[src/rtl/inst_fetch_pkg.sv]
// Shared MIPS pipeline definitions used by the fetch stage:
// FSM state encoding, default reset PC, PC increment and the FIFO entry layout.
package mips_define;

    localparam logic [31:0] RESET_PC_DEFAULT = 32'h0000_0000;
    localparam logic [31:0] PC_STEP          = 32'd4;

    // Fetch FSM encoding
    localparam logic [1:0] ST_IDLE = 2'd0;
    localparam logic [1:0] ST_WAIT = 2'd1;
    localparam logic [1:0] ST_DROP = 2'd2;

    // One prefetch buffer entry: PC in the upper half, instruction in the lower
    typedef struct packed {
        logic [31:0] pc;
        logic [31:0] inst;
    } fetch_entry_t;

endpackage

[src/rtl/inst_fetch_if.sv]
// Instruction memory read port: the request side is driven by the fetch stage,
// the acknowledge and data side by the memory.
interface inst_fetch_if;

    logic        req;
    logic [31:0] addr;
    logic        ack;
    logic [31:0] data;

    modport master (output req, output addr, input ack, input data);
    modport slave  (input req, input addr, output ack, output data);

endinterface

[src/rtl/inst_fetch_fifo.sv]
// fetch_fifo: 2-entry prefetch buffer of {pc, inst} with push, pop, flush and
// occupancy count. The head entry is presented directly from the storage regs.
module fetch_fifo
    import mips_define::*;
(
    input  logic         clk,
    input  logic         rst,
    input  logic         push,
    input  fetch_entry_t push_data,
    input  logic         pop,
    input  logic         flush,
    output fetch_entry_t head,
    output logic [1:0]   count
);

    fetch_entry_t mem_reg [2];
    logic         wr_ptr_reg;
    logic         rd_ptr_reg;
    logic [1:0]   count_reg;
    logic         push_ok;
    logic         pop_ok;

    // Flush dominates; a full buffer never accepts, an empty one never retires
    assign push_ok = push && !flush && (count_reg != 2'd2);
    assign pop_ok  = pop  && !flush && (count_reg != 2'd0);

    for (genvar gi = 0; gi < 2; gi++) begin : g_entry
        // Capture the pushed word into the slot the write pointer selects
        always_ff @(posedge clk or negedge rst) begin
            if (!rst) begin
                mem_reg[gi] <= '0;
            end else if (push_ok && (wr_ptr_reg == 1'(gi))) begin
                mem_reg[gi] <= push_data;
            end
        end
    end

    // Pointer and occupancy bookkeeping
    always_ff @(posedge clk or negedge rst) begin
        if (!rst) begin
            wr_ptr_reg <= 1'b0;
            rd_ptr_reg <= 1'b0;
            count_reg  <= 2'd0;
        end else if (flush) begin
            wr_ptr_reg <= 1'b0;
            rd_ptr_reg <= 1'b0;
            count_reg  <= 2'd0;
        end else begin
            if (push_ok) wr_ptr_reg <= ~wr_ptr_reg;
            if (pop_ok)  rd_ptr_reg <= ~rd_ptr_reg;
            count_reg <= count_reg + {1'b0, push_ok} - {1'b0, pop_ok};
        end
    end

    assign head  = mem_reg[rd_ptr_reg];
    assign count = count_reg;

endmodule

[src/rtl/inst_fetch.sv]
// inst_fetch: MIPS IF stage. Keeps the fetch PC, issues word reads over a
// req/ack port with variable latency, buffers returned words in a 2-entry
// prefetch FIFO and handles redirects and stage flushes.
// Optional feature macro: INST_FETCH_ALIGN_CHECK_EN (misaligned redirect
// raises sticky fetch_err and halts fetching).
module inst_fetch
    import mips_define::*;
#(
    parameter logic [31:0] RESET_PC = RESET_PC_DEFAULT
)(
    input  logic              clk,
    input  logic              rst,
    input  logic              if_en,
    input  logic              if_rst,
    input  logic              redirect,
    input  logic [31:0]       redirect_pc,
    inst_fetch_if.master      imem,
    output logic [31:0]       inst,
    output logic [31:0]       inst_pc,
    output logic              inst_valid,
    output logic              fetch_err
);

    logic [31:0]  fetch_pc_reg, fetch_pc_next;
    logic [1:0]   state_reg, state_next;
    logic [1:0]   count;
    logic         flush;
    logic         push;
    logic         pop;
    logic         halt;
    logic         misaligned;
    logic [31:0]  target_pc;
    fetch_entry_t head;

    assign flush = if_rst || redirect;

`ifdef INST_FETCH_ALIGN_CHECK_EN
    logic halt_reg;
    logic err_reg;

    assign misaligned = redirect && !if_rst && (redirect_pc[1:0] != 2'b00);
    assign target_pc  = if_rst ? RESET_PC : redirect_pc;

    // Misaligned target: raise the sticky error and stop requesting until
    // a stage flush or a fresh aligned redirect
    always_ff @(posedge clk or negedge rst) begin
        if (!rst) begin
            halt_reg <= 1'b0;
            err_reg  <= 1'b0;
        end else if (if_rst) begin
            halt_reg <= 1'b0;
            err_reg  <= 1'b0;
        end else if (misaligned) begin
            halt_reg <= 1'b1;
            err_reg  <= 1'b1;
        end else if (redirect) begin
            halt_reg <= 1'b0;
        end
    end

    assign halt      = halt_reg;
    assign fetch_err = err_reg;
`else
    logic unused_align_bits;

    assign misaligned        = 1'b0;
    assign target_pc         = if_rst ? RESET_PC : {redirect_pc[31:2], 2'b00};
    assign unused_align_bits = ^{redirect_pc[1:0], misaligned};
    assign halt              = 1'b0;
    assign fetch_err         = 1'b0;
`endif

    // DROP keeps the stale request alive until the memory answers it
    assign imem.req  = (!halt && (((state_reg == ST_IDLE) && (count != 2'd2)) ||
                                  (state_reg == ST_WAIT))) ||
                       (state_reg == ST_DROP);
    assign imem.addr = fetch_pc_reg;

    assign push = imem.req && imem.ack && (state_reg != ST_DROP) && !flush;
    assign pop  = inst_valid && if_en && !flush;

    // Next-state and next-PC selection; flushes override push and pop
    always_comb begin
        state_next    = state_reg;
        fetch_pc_next = fetch_pc_reg;
        if (flush) begin
            fetch_pc_next = target_pc;
            // Any request presented but not yet answered must be absorbed
            state_next    = (imem.req && !imem.ack) ? ST_DROP : ST_IDLE;
        end else begin
            if (push) fetch_pc_next = fetch_pc_reg + PC_STEP;
            case (state_reg)
                ST_IDLE: if (imem.req && !imem.ack) state_next = ST_WAIT;
                ST_WAIT: if (imem.ack) state_next = ST_IDLE;
                ST_DROP: if (imem.ack) state_next = ST_IDLE;
                default: state_next = ST_IDLE;
            endcase
        end
    end

    // Fetch PC and FSM registers
    always_ff @(posedge clk or negedge rst) begin
        if (!rst) begin
            fetch_pc_reg <= RESET_PC;
            state_reg    <= ST_IDLE;
        end else begin
            fetch_pc_reg <= fetch_pc_next;
            state_reg    <= state_next;
        end
    end

    fetch_fifo u_fifo (
        .clk       (clk),
        .rst       (rst),
        .push      (push),
        .push_data ({fetch_pc_reg, imem.data}),
        .pop       (pop),
        .flush     (flush),
        .head      (head),
        .count     (count)
    );

    assign inst       = head.inst;
    assign inst_pc    = head.pc;
    assign inst_valid = (count != 2'd0);

endmodule

[src/flat_wrapper.sv]
// flat-port wrapper written by rule: the top's interface ports become plain ports
module inst_fetch_flat import mips_define::*;
#(
    parameter logic [31:0] RESET_PC = RESET_PC_DEFAULT
)
  (clk, rst, if_en, if_rst, redirect, redirect_pc, inst, inst_pc, inst_valid, fetch_err, imem_req, imem_addr, imem_ack, imem_data);
  inst_fetch_if imem_i ();
  input  logic clk;
  input  logic rst;
  input  logic if_en;
  input  logic if_rst;
  input  logic redirect;
  input  logic [31:0] redirect_pc;
  output logic [31:0] inst;
  output logic [31:0] inst_pc;
  output logic inst_valid;
  output logic fetch_err;
  output wire logic [$bits(imem_i.req)-1:0] imem_req;
  output wire logic [$bits(imem_i.addr)-1:0] imem_addr;
  input wire logic [$bits(imem_i.ack)-1:0] imem_ack;
  input wire logic [$bits(imem_i.data)-1:0] imem_data;
  assign imem_req = imem_i.req;
  assign imem_addr = imem_i.addr;
  assign imem_i.ack = imem_ack;
  assign imem_i.data = imem_data;
  inst_fetch #(.RESET_PC(RESET_PC)) u_core (.clk(clk), .rst(rst), .if_en(if_en), .if_rst(if_rst), .redirect(redirect), .redirect_pc(redirect_pc), .imem(imem_i), .inst(inst), .inst_pc(inst_pc), .inst_valid(inst_valid), .fetch_err(fetch_err));
endmodule
[config.mk]
export PLATFORM = sky130hd
export DESIGN_NAME = inst_fetch_flat
export DESIGN_NICKNAME = d
export VERILOG_FILES = /design/src/rtl/inst_fetch_pkg.sv /design/src/rtl/inst_fetch_if.sv /design/src/rtl/inst_fetch_fifo.sv /design/src/rtl/inst_fetch.sv /design/src/flat_wrapper.sv
export SDC_FILE = /design/constraint.sdc
export NUM_CORES = 1
export LEC_CHECK = 0
export BUFFER_PORTS_ARGS = -buffer_cell sky130_fd_sc_hd__buf_2
export CORE_ASPECT_RATIO = 0.6
export CORE_MARGIN = 10
export CORE_UTILIZATION = 30
export CTS_CLUSTER_DIAMETER = 40
export DETAILED_ROUTE_END_ITERATION = 10
export PLACE_DENSITY = 0.51
export SETUP_SLACK_MARGIN = 0.05
export SYNTH_ARGS = -nofsm -noshare
export SYNTH_HDL_FRONTEND = slang
export SYNTH_HIERARCHICAL = 1
export SYNTH_SLANG_ARGS = --single-unit
[constraint.sdc]
create_clock -name clk -period 2.9 [get_ports clk]
set_input_delay 0.29 -clock clk [delete_from_list [all_inputs] [get_ports clk]]
set_output_delay 0.29 -clock clk [all_outputs]
set_load 0.005 [all_outputs]
==> impl_metrics.env, run 1 <==
export IMPL_asyncSetResetFlopFracSynth_pct=100
export IMPL_synth_top_area_share_pct=50.2
export IMPL_crit_type="reg2reg"
export IMPL_largest_register_ff_count=128
export IMPL_worst_r2r_cell_count=8
export IMPL_clock_skew_ps=6.57
export IMPL_critPathRequiredTime_ps=3220
export IMPL_whs_path_depth=3
export IMPL_timing_critical_path_fanout_max=20
export IMPL_synth_most_common_cell="dfrtp_1"
export IMPL_fp_coreArea_um2=26600
export IMPL_die_area_um2=34500
export IMPL_timing_hold_ws_ps=68.8
export IMPL_n_antenna_cell=0
export IMPL_biggest_area_consumer_among_synthesized_cells="dfrtp_1"
export IMPL_die_w_um=233
export IMPL_grt_pass1_wl_um=35400
export IMPL_synth_area_um2=8180
export IMPL_finalCritPeriodShare_pct=82.1
export IMPL_avgSynthCellArea_um2=13.3
export IMPL_worst_setup_path_end_kind="flip-flop"
export IMPL_maxCapViolCount=0
export IMPL_hpwl_um=15800
export IMPL_count_of_endpoints_failing_hold_in_the_final_timing_report=0
export IMPL_post_drt_wl_per_cell_um=19.4
export IMPL_number_of_flops_mapped_to_enable_cells_by_yosys=0
export IMPL_holdCritStartpoint="redirect_pc[24]"
export IMPL_avgViaCountPerCell=4.77
export IMPL_cts_sink_count=164
export IMPL_tritoncts_clock_tree="done"
export IMPL_design_portCount=169
export IMPL_ys_seq_elements=164
export IMPL_gp_routability_congestion=0.796
export IMPL_power_density_nw_per_um2=615
export IMPL_clock_tree_htree_level_count=4
export IMPL_cts_inserted_buffers=17
export IMPL_setup_total_negative_slack_ps=0
export IMPL_final_net_count=866
export IMPL_final_core_utilization_pct=37.5
export IMPL_worst_path_largest_cell_delay_ps=390
export IMPL_vdd_ir_drop_worst_mv=0.225
export IMPL_leakage_power_nw=4.89
export IMPL_pin_count_of_the_biggest_net_entering_global_routing=60
export IMPL_initial_core_util_pct=30.7
export IMPL_timing_critical_path_max_delay_family="simple AND/OR/NAND/NOR gates"
export IMPL_cts_repair_timing_setup_buffer_count=0
export IMPL_drt_total_wl_um=22600
export IMPL_unrepaired_setup_endpoints_after_global_routing="false"
export IMPL_root_buffer="clkbuf_16"
export IMPL_fillCellCount=2609
export IMPL_run_status="finished, final reports clean"
export IMPL_clk_path_buf_depth=2
export IMPL_p_r_area_growth_vs_syn_pct=22.2
export IMPL_worst_slew_margin_rel_pct=61.3
export IMPL_worst_slew_pin_transition_ps=580
export IMPL_timing_critical_path_depth=8
export IMPL_postSynth_topFlopCell="dfrtp_1"
export IMPL_clk_latency_ps=440
export IMPL_number_of_global_route_vias_before_repair=5861
export IMPL_grt_overflow_total=0
export IMPL_final_period_demand_of_the_worst_path_ps=2380
export IMPL_cp_cell_sequence="inv_1 > ha_1 > and2b_1 > nand3_1 > nor2_1 > and4bb_4 > buf_4 > mux2_2"
export IMPL_timing_critical_path_buf_inv=2
export IMPL_worst_setup_path_startpoint="u_core/state_reg[0]"
export IMPL_hold_path_class="in2reg"
export IMPL_portBuffers=163
export IMPL_fp_dieH_um=148
export IMPL_drive_gt1_share_pct=52.1
export IMPL_timing_critical_path_slowest_stage_cell="mux2_2"
export IMPL_yosysWarningCount=6
export IMPL_worst_setup_hold_path_clk_slew_ps=60
export IMPL_crit_arrival_ps=2700
export IMPL_antenna_left=0
export IMPL_start_kind="flip-flop"
export IMPL_ys_types=55
export IMPL_seq_area_frac_synth_pct=50.2
export IMPL_timing_fmax_ghz=0.420
export IMPL_maxSlewViolCount=0
export IMPL_total_number_of_placement_rows=46
export IMPL_timing_rr_start="u_core/state_reg[0]"
export IMPL_drt_iter0_markers=364
export IMPL_number_of_drc_violations_after_detailed_routing=0
export IMPL_route_vias_total=5534
export IMPL_synth_area_leaders="dfrtp_1 50%, mux2_2 20%, mux2_4 9.0%"
export IMPL_p_total_mw=6.15
export IMPL_synth_common_cells="164 x dfrtp_1, 143 x mux2_2, 49 x mux2_4"
export IMPL_number_of_antenna_violations_at_the_first_check_in_global_routing=1
export IMPL_finalSetupViolCount=0
export IMPL_grt_util_all_layers_pct=13.4
export IMPL_netlist_instances=617
export IMPL_drtPass1Iterations=5
export IMPL_post_cts_resized=0
placed cells by master (no fill, tap or decap), types with 11 or more instances in the layout:
cell type  netlist  routed
mux2_2         143     143
a211oi_1        12      12
inv_1           11      11
o21ai_0         14      14
a21oi_1         17      17
clkbuf_16        0      17
buf_2           10     162
mux2_4          49      49
buf_4            4      15
nor2_1          26      26
nand2_1         28      28
dfrtp_1        164     163
xnor2_1         15      15
nand3_1         11      11
path summary, 6_finish.rpt:
kind	endpoint	slack (ps)
max reg2reg	u_core/u_fifo/mem_reg[127]	520
min in group asynchronous	u_core/state_reg[1]	410
min reg2reg	u_core/u_fifo/mem_reg[59]	500
min	u_core/imem.addr[24]	70
max in group asynchronous	u_core/u_fifo/mem_reg[32]	1680
max	u_core/u_fifo/mem_reg[127]	520
through the flow:
| stage | worst slack [ps] | cells | cell area (um^2) |
|---|---|---|---|
| after CTS | 525 | 1161 | 10000 |
| after global routing | 343 | 1161 | 10000 |
| after detailed placement | 412 | 1130 | 9350 |
| final | 520 | 1161 | 10000 |
| after floorplan | 407 | 623 | 8200 |
| after global placement | 451 | 1130 | 9350 |
layer usage:
metal / global-route usage, % / share of wire, % / up-vias
li1: - / - / 2589
met1: 19.1 / 51 / 2776
met2: 18.6 / 41 / 148
met3: 4.30 / 6.3 / 19
met4: 3.91 / 1.0 / 2
met5: 0 / 0.049 / -
repair_timing:
item                                   4_1_cts  5_1_grt
endpoints found under the hold margin       56        0
hold buffers                                 1        0
setup endpoints to repair                    0        0
cell type report:
class	instances	area (um^2)	area share (%)
sequential	164	4110	41.1
multi-input combinational	412	3740	37.4
timing repair buffer	183	1020	10.3
clock buffer	21	480	4.81
tap	360	450	4.51
clock inverter	9	151	1.51
inverter	12	45.0	0.451
logic make-up (layout without fill, tap and decap cells):
kind of cell               after synthesis  in the layout  synth area share (%)
other                                    1              7                0.0459
adders and majority gates                6              6                 0.918
muxes                                  192            192                  28.7
xor gates and xnor gates                19             19                  2.04
buffers and inverters                   47            225                  4.39
AOI/OAI and AO/OA                       66             66                  5.28
DFF                                    164            164                  50.2
and+or+nand+nor                        122            122                  8.45
where the power goes:
group	switching (mW)	leakage, nW	total (mW)	internal [mW]
sequential	0.165	2.22	2.68	2.51
clock	0.934	0.311	2.45	1.52
combinational	0.410	2.37	1.02	0.609
total	1.51	4.89	6.15	4.64
worst min-delay path: stages:
cell and delay, ps:
buf_2 70, nand2_1 40, o21ai_1 60
(Power assumes the default switching activity.)
==> run 2: changes to the inputs <==
==> constraint.sdc (replaced) <==
create_clock -name clk -period 2.4 [get_ports clk]
set_input_delay 0.24 -clock clk [delete_from_list [all_inputs] [get_ports clk]]
set_output_delay 0.24 -clock clk [all_outputs]
set_load 0.005 [all_outputs]
==> impl_metrics.env, run 2 (same netlist as run 1, synthesis figures left out) <==
export IMPL_start_kind="flip-flop"
export IMPL_worst_slack_ps=130
export IMPL_clk_latency_ps=450
export IMPL_grt_util_all_layers_pct=13.5
export IMPL_fp_coreArea_um2=26600
export IMPL_dp_slack_ps=83.8
export IMPL_post_drt_wl_per_cell_um=20.1
export IMPL_timing_critical_path_slowest_stage_cell="dfrtp_1"
export IMPL_route_vias_total=5638
export IMPL_pin_count_of_the_biggest_net_entering_global_routing=58
export IMPL_timing_hold_ws_ps=36.9
export IMPL_cts_inserted_buffers=17
export IMPL_setup_total_negative_slack_ps=0
export IMPL_clock_tree_htree_level_count=4
export IMPL_crit_type="reg2reg"
export IMPL_p_total_mw=7.41
export IMPL_final_core_utilization_pct=38.8
export IMPL_p_r_area_growth_vs_syn_pct=26.4
export IMPL_worst_path_largest_cell_delay_ps=380
export IMPL_number_of_antenna_violations_at_the_first_check_in_global_routing=2
export IMPL_holdCritStartpoint="redirect_pc[26]"
export IMPL_ff2ff_setup_slack_ps=130
export IMPL_timing_critical_path_fanout_max=7
export IMPL_final_net_count=891
export IMPL_vdd_ir_drop_worst_mv=0.345
export IMPL_timing_critical_path_buf_inv=3
export IMPL_groute_layer_met1_usage_pct=19.5
export IMPL_power_density_nw_per_um2=717
export IMPL_gp_routability_congestion=0.774
export IMPL_clk_path_buf_depth=2
export IMPL_final_instance_count_excl_fill=1189
export IMPL_die_w_um=233
export IMPL_r2r_endpoint="u_core/u_fifo/mem_reg[91]"
export IMPL_cp_cell_sequence="inv_1 > ha_1 > and2b_1 > nand3_2 > nor2_2 > and4bb_4 > buf_12 > buf_6 > mux2_4"
export IMPL_grt_met2_usage_pct=18.6
export IMPL_avgViaCountPerCell=4.74
export IMPL_worst_setup_hold_path_clk_slew_ps=70
export IMPL_run_status="finished, final reports clean"
export IMPL_whs_path_depth=3
export IMPL_fillCellCount=2581
export IMPL_layout_commonest_cell="dfrtp_1"
export IMPL_final_period_demand_of_the_worst_path_ps=2270
export IMPL_timing_critical_path_max_delay_family="simple AND/OR/NAND/NOR gates"
export IMPL_grt_overflow_total=0
export IMPL_worst_setup_path_end_kind="flip-flop"
export IMPL_worst_slew_pin_transition_ps=583
export IMPL_unrepaired_setup_endpoints_after_global_routing="false"
export IMPL_root_buffer="clkbuf_16"
export IMPL_largest_register_ff_count=128
export IMPL_hold_path_class="in2reg"
export IMPL_drt_total_wl_um=23900
export IMPL_drt_iter0_markers=336
export IMPL_drive_gt1_share_pct=53.4
export IMPL_hpwl_um=16300
export IMPL_die_area_um2=34500
export IMPL_fp_dieH_um=148
export IMPL_number_of_global_route_vias_before_repair=5809
export IMPL_timing_rr_start="u_core/state_reg[0]"
export IMPL_crit_arrival_ps=2600
export IMPL_tritoncts_clock_tree="done"
export IMPL_grtUsageMet3_pct=4.34
export IMPL_design_portCount=169
export IMPL_total_number_of_placement_rows=46
export IMPL_count_of_endpoints_failing_hold_in_the_final_timing_report=0
export IMPL_finalCritPeriodShare_pct=94.6
export IMPL_initial_core_util_pct=30.7
export IMPL_maxCapViolCount=0
export IMPL_grt_busiest_layer="met1"
export IMPL_antenna_left=0
export IMPL_grt_pass1_wl_um=35900
export IMPL_cts_sink_count=164
export IMPL_number_of_drc_violations_after_detailed_routing=0
export IMPL_drtPass1Iterations=5
export IMPL_worst_r2r_cell_count=9
export IMPL_place_area_um2=9530
export IMPL_critPathRequiredTime_ps=2730
export IMPL_maxSlewViolCount=0
export IMPL_mostFrequentLayoutCells="163 x dfrtp_1, 162 x buf_2, 143 x mux2_2, 49 x mux2_4, 28 x nand2_1"
export IMPL_timing_fmax_ghz=0.440
export IMPL_layout_cell_area_non_filler_um2=10300
export IMPL_clock_skew_ps=10.7
export IMPL_leakage_power_nw=5.05
export IMPL_portBuffers=163
export IMPL_worst_hold_path_endpoint="u_core/imem.addr[26]"
export IMPL_dp_cells=1145
export IMPL_finalSetupViolCount=0
export IMPL_worst_slew_margin_rel_pct=61.1
==> run 2: how the worst max path moves through the flow <==
stage | start | endpoint | slack (ps) | depth (start not counted)
after CTS | u_core/state_reg[0] | u_core/u_fifo/mem_reg[112] | 60 | 8
after global routing | u_core/state_reg[1] | u_core/u_fifo/mem_reg[46] | 30 | 9
final | u_core/state_reg[0] | u_core/u_fifo/mem_reg[91] | 130 | 9
after floorplan | u_core/state_reg[0] | u_core/u_fifo/mem_reg[121] | 60 | 10
after global placement | u_core/state_reg[1] | u_core/u_fifo/mem_reg[26] | 130 | 8
after detailed placement | u_core/state_reg[0] | u_core/u_fifo/mem_reg[112] | 80 | 8
==> run 2: report_power, final <==
group / leakage [nW] / internal [mW] / switching, mW
clock: 0.292 / 1.75 / 1.17
combinational: 2.54 / 0.762 / 0.529
sequential: 2.22 / 3.04 / 0.178
==> run 2: what timing repair did <==
item                                    CTS  global route
hold buffers                              2             0
endpoints found under the setup margin    0           102
hold endpoints to repair                 55             0
resized for setup                         0             3
setup buffers                             0             4
==> run 2: metal layers <==
layer,routed length [um],up-vias,part of all wire (%)
met5,17,-,0.071
met4,215,2,0.90
met3,1840,20,7.7
met2,9910,152,41
met1,11900,2829,50
li1,-,2635,-
==> run 2: tightest hold or removal path, delay by kind of cell <==
family,cells,cell delay [ps]
buf+inv,1,100
simple gates,1,50
compound gates,1,50
==> run 2: cell type report <==
| cell class | instances | area [um^2] | area share [%] |
|---|---|---|---|
| Tap cell | 360 | 450 | 4.36 |
| Clock buffer | 24 | 492 | 4.76 |
| Multi-Input combinational cell | 412 | 3740 | 36.2 |
| Timing Repair Buffer | 208 | 1370 | 13.3 |
| Clock inverter | 8 | 123 | 1.19 |
| Sequential cell | 164 | 4110 | 39.7 |
| Inverter | 12 | 45.0 | 0.436 |
| Antenna cell | 1 | 2.50 | 0.0242 |
==> run 3: changes to the inputs <==
--- a/config.mk
+++ b/config.mk
@@ -5,10 +5,12 @@
 export SDC_FILE = /design/constraint.sdc
 export NUM_CORES = 1
 export LEC_CHECK = 0
+export ABC_AREA = 0
 export BUFFER_PORTS_ARGS = -buffer_cell sky130_fd_sc_hd__buf_2
 export CORE_ASPECT_RATIO = 0.6
 export CORE_MARGIN = 10
 export CORE_UTILIZATION = 30
+export CTS_BUF_LIST = sky130_fd_sc_hd__clkbuf_16
 export CTS_CLUSTER_DIAMETER = 40
 export DETAILED_ROUTE_END_ITERATION = 10
 export PLACE_DENSITY = 0.51
==> constraint.sdc (replaced) <==
create_clock -name clk -period 2.8 [get_ports clk]
set_input_delay 0.28 -clock clk [delete_from_list [all_inputs] [get_ports clk]]
set_output_delay 0.28 -clock clk [all_outputs]
set_load 0.005 [all_outputs]
==> impl_metrics.env, run 3 (same netlist as run 1, synthesis figures left out) <==
export IMPL_grt_pass1_wl_um=35000
export IMPL_clock_tree_htree_level_count=4
export IMPL_worst_setup_path_end_kind="flip-flop"
export IMPL_largest_register_ff_count=128
export IMPL_worst_slew_margin_rel_pct=55.8
export IMPL_portBuffers=163
export IMPL_cts_sink_count=164
export IMPL_n_antenna_cell=0
export IMPL_total_number_of_placement_rows=46
export IMPL_number_of_global_route_vias_before_repair=5709
export IMPL_power_switching_fraction_pct=25.3
export IMPL_root_buffer="clkbuf_16"
export IMPL_finalSetupViolCount=0
export IMPL_clk_path_buf_depth=2
export IMPL_drtPass1Iterations=4
export IMPL_design_portCount=169
export IMPL_power_density_nw_per_um2=618
export IMPL_fillCellCount=2628
export IMPL_leakage_power_nw=4.89
export IMPL_netSwitchingPower_mw=1.56
export IMPL_crit_arrival_ps=2810
export IMPL_avgViaCountPerCell=4.71
export IMPL_cell_internal_pwr_mw=4.61
export IMPL_cts_inserted_buffers=17
export IMPL_clock_skew_ps=13.0
export IMPL_timing_fmax_ghz=0.401
export IMPL_drive_gt1_share_pct=51.6
export IMPL_maxCapViolCount=0
export IMPL_pin_count_of_the_biggest_net_entering_global_routing=68
export IMPL_ff_latch_area_um2=4110
export IMPL_layout_commonest_cell="dfrtp_1"
export IMPL_groute_layer_met1_usage_pct=19.2
export IMPL_dp_cells=1132
export IMPL_drt_iter0_markers=250
export IMPL_unrepaired_setup_endpoints_after_global_routing="false"
export IMPL_initial_core_util_pct=30.7
export IMPL_fp_coreArea_um2=26600
export IMPL_worst_path_largest_cell_delay_ps=530
export IMPL_multiInputGateArea_um2=3740
export IMPL_die_w_um=233
export IMPL_final_core_utilization_pct=37.5
export IMPL_timing_critical_path_slowest_stage_cell="and4bb_4"
export IMPL_worst_setup_hold_path_clk_slew_ps=70
export IMPL_hpwl_um=15900
export IMPL_run_status="finished, final reports clean"
export IMPL_number_of_antenna_violations_at_the_first_check_in_global_routing=0
export IMPL_count_of_endpoints_failing_hold_in_the_final_timing_report=0
export IMPL_clk_latency_ps=440
export IMPL_p_comb_share_pct=17.2
export IMPL_cp_cell_sequence="inv_1 > ha_1 > and2b_1 > nand3_1 > nor2_1 > and4bb_4 > buf_12 > mux2_2"
export IMPL_worst_slew_pin_transition_ps=662
export IMPL_part_of_the_power_in_registers_pct=44.9
export IMPL_fp_dieH_um=148
export IMPL_gp_routability_congestion=0.784
export IMPL_start_kind="flip-flop"
export IMPL_finalCritPeriodShare_pct=89.1
export IMPL_grt_overflow_total=0
export IMPL_worst_slack_ps=305
export IMPL_die_area_um2=34500
export IMPL_critPathRequiredTime_ps=3120
export IMPL_grtUsageMet3_pct=3.48
export IMPL_ff2ff_setup_slack_ps=300
export IMPL_final_net_count=868
export IMPL_post_drt_wl_per_cell_um=19.3
export IMPL_tritoncts_clock_tree="done"
export IMPL_post_cts_resized=0
export IMPL_number_of_drc_violations_after_detailed_routing=0
export IMPL_grt_busiest_layer="met1"
export IMPL_grt_util_all_layers_pct=13.2
export IMPL_drt_total_wl_um=22400
export IMPL_route_vias_total=5479
export IMPL_antenna_left=0
export IMPL_clock_power_share_pct=37.9
export IMPL_grt_met2_usage_pct=18.3
export IMPL_hold_path_class="in2reg"
export IMPL_dp_slack_ps=314
export IMPL_p_r_area_growth_vs_syn_pct=22.2
export IMPL_maxSlewViolCount=0
export IMPL_timing_hold_ws_ps=56.9
export IMPL_timing_critical_path_fanout_max=22
export IMPL_setup_total_negative_slack_ps=0
export IMPL_mostFrequentLayoutCells="163 x dfrtp_1, 162 x buf_2, 143 x mux2_2, 49 x mux2_4, 28 x nand2_1"
export IMPL_crit_type="reg2reg"
export IMPL_final_instance_count_excl_fill=1163
export IMPL_final_period_demand_of_the_worst_path_ps=2500
export IMPL_vdd_ir_drop_worst_mv=0.352
## run 3: changes by cell type in the layout (fill, tap and decap cells not counted), sizes merged
cell         delta
clkinvlp        -1
clkinv          +3
buf            -18
clkbuf         -11
inv             +3
diode           -1
dlygate4sd3     -1
## run 3: layout make-up
cell class,count,area share (%)
Tap cell,360,4.51
Timing Repair Buffer,185,10.8
Sequential cell,164,41.1
Inverter,12,0.451
Clock inverter,13,1.47
Clock buffer,17,4.26
Multi-Input combinational cell,412,37.4
## run 3: final timing paths
check	from	cells after the start	endpoint
setup / recovery	u_core/state_reg[0]	8	u_core/u_fifo/mem_reg[127]
hold / removal	redirect_pc[24]	3	u_core/imem.addr[24]
setup reg to reg	u_core/state_reg[0]	8	u_core/u_fifo/mem_reg[127]
hold reg to reg	u_core/u_fifo/mem_reg[5]	1	u_core/u_fifo/mem_reg[5]
max in group asynchronous	rst	3	u_core/u_fifo/mem_reg[89]
min in group asynchronous	rst	2	u_core/u_fifo/count[0]
## run 3: through the flow
stage,area (um^2),total power [mW]
after floorplan,8200,3.39
after global placement,9410,3.88
after detailed placement,9410,3.89
after CTS,9990,6.29
after global routing,9990,6.49
final,9990,6.18
## run 3: timing repair
item / in CTS / in global routing
buffers inserted: 0 / 0
hold buffers: 1 / 0
endpoints found under the hold margin: 64 / 0
## run 3: power by group through the flow
stage / combinational, mW / sequential (mW) / clock (mW)
finish: 1.06 / 2.77 / 2.34
global route: 1.17 / 2.80 / 2.52
CTS: 1.09 / 2.77 / 2.44
detailed placement: 1.08 / 2.81 / 0
global placement: 1.07 / 2.81 / 0
floorplan: 0.628 / 2.76 / 0
## run 3: routing by layer
layer  share of wire (%)  wire, um
met5                   0         0
met1                  51     11400
met2                  42      9360
met3                 6.1      1370
met4                 1.2       276
## run 3: critical path: cells and delay by family, from the launching register on
| family | cells | cell delay (ps) |
|---|---|---|
| adders and majority gates | 1 | 200 |
| buffers and inverters | 2 | 330 |
| DFF | 1 | 380 |
| muxes | 1 | 350 |
| and+or+nand+nor | 4 | 1080 |
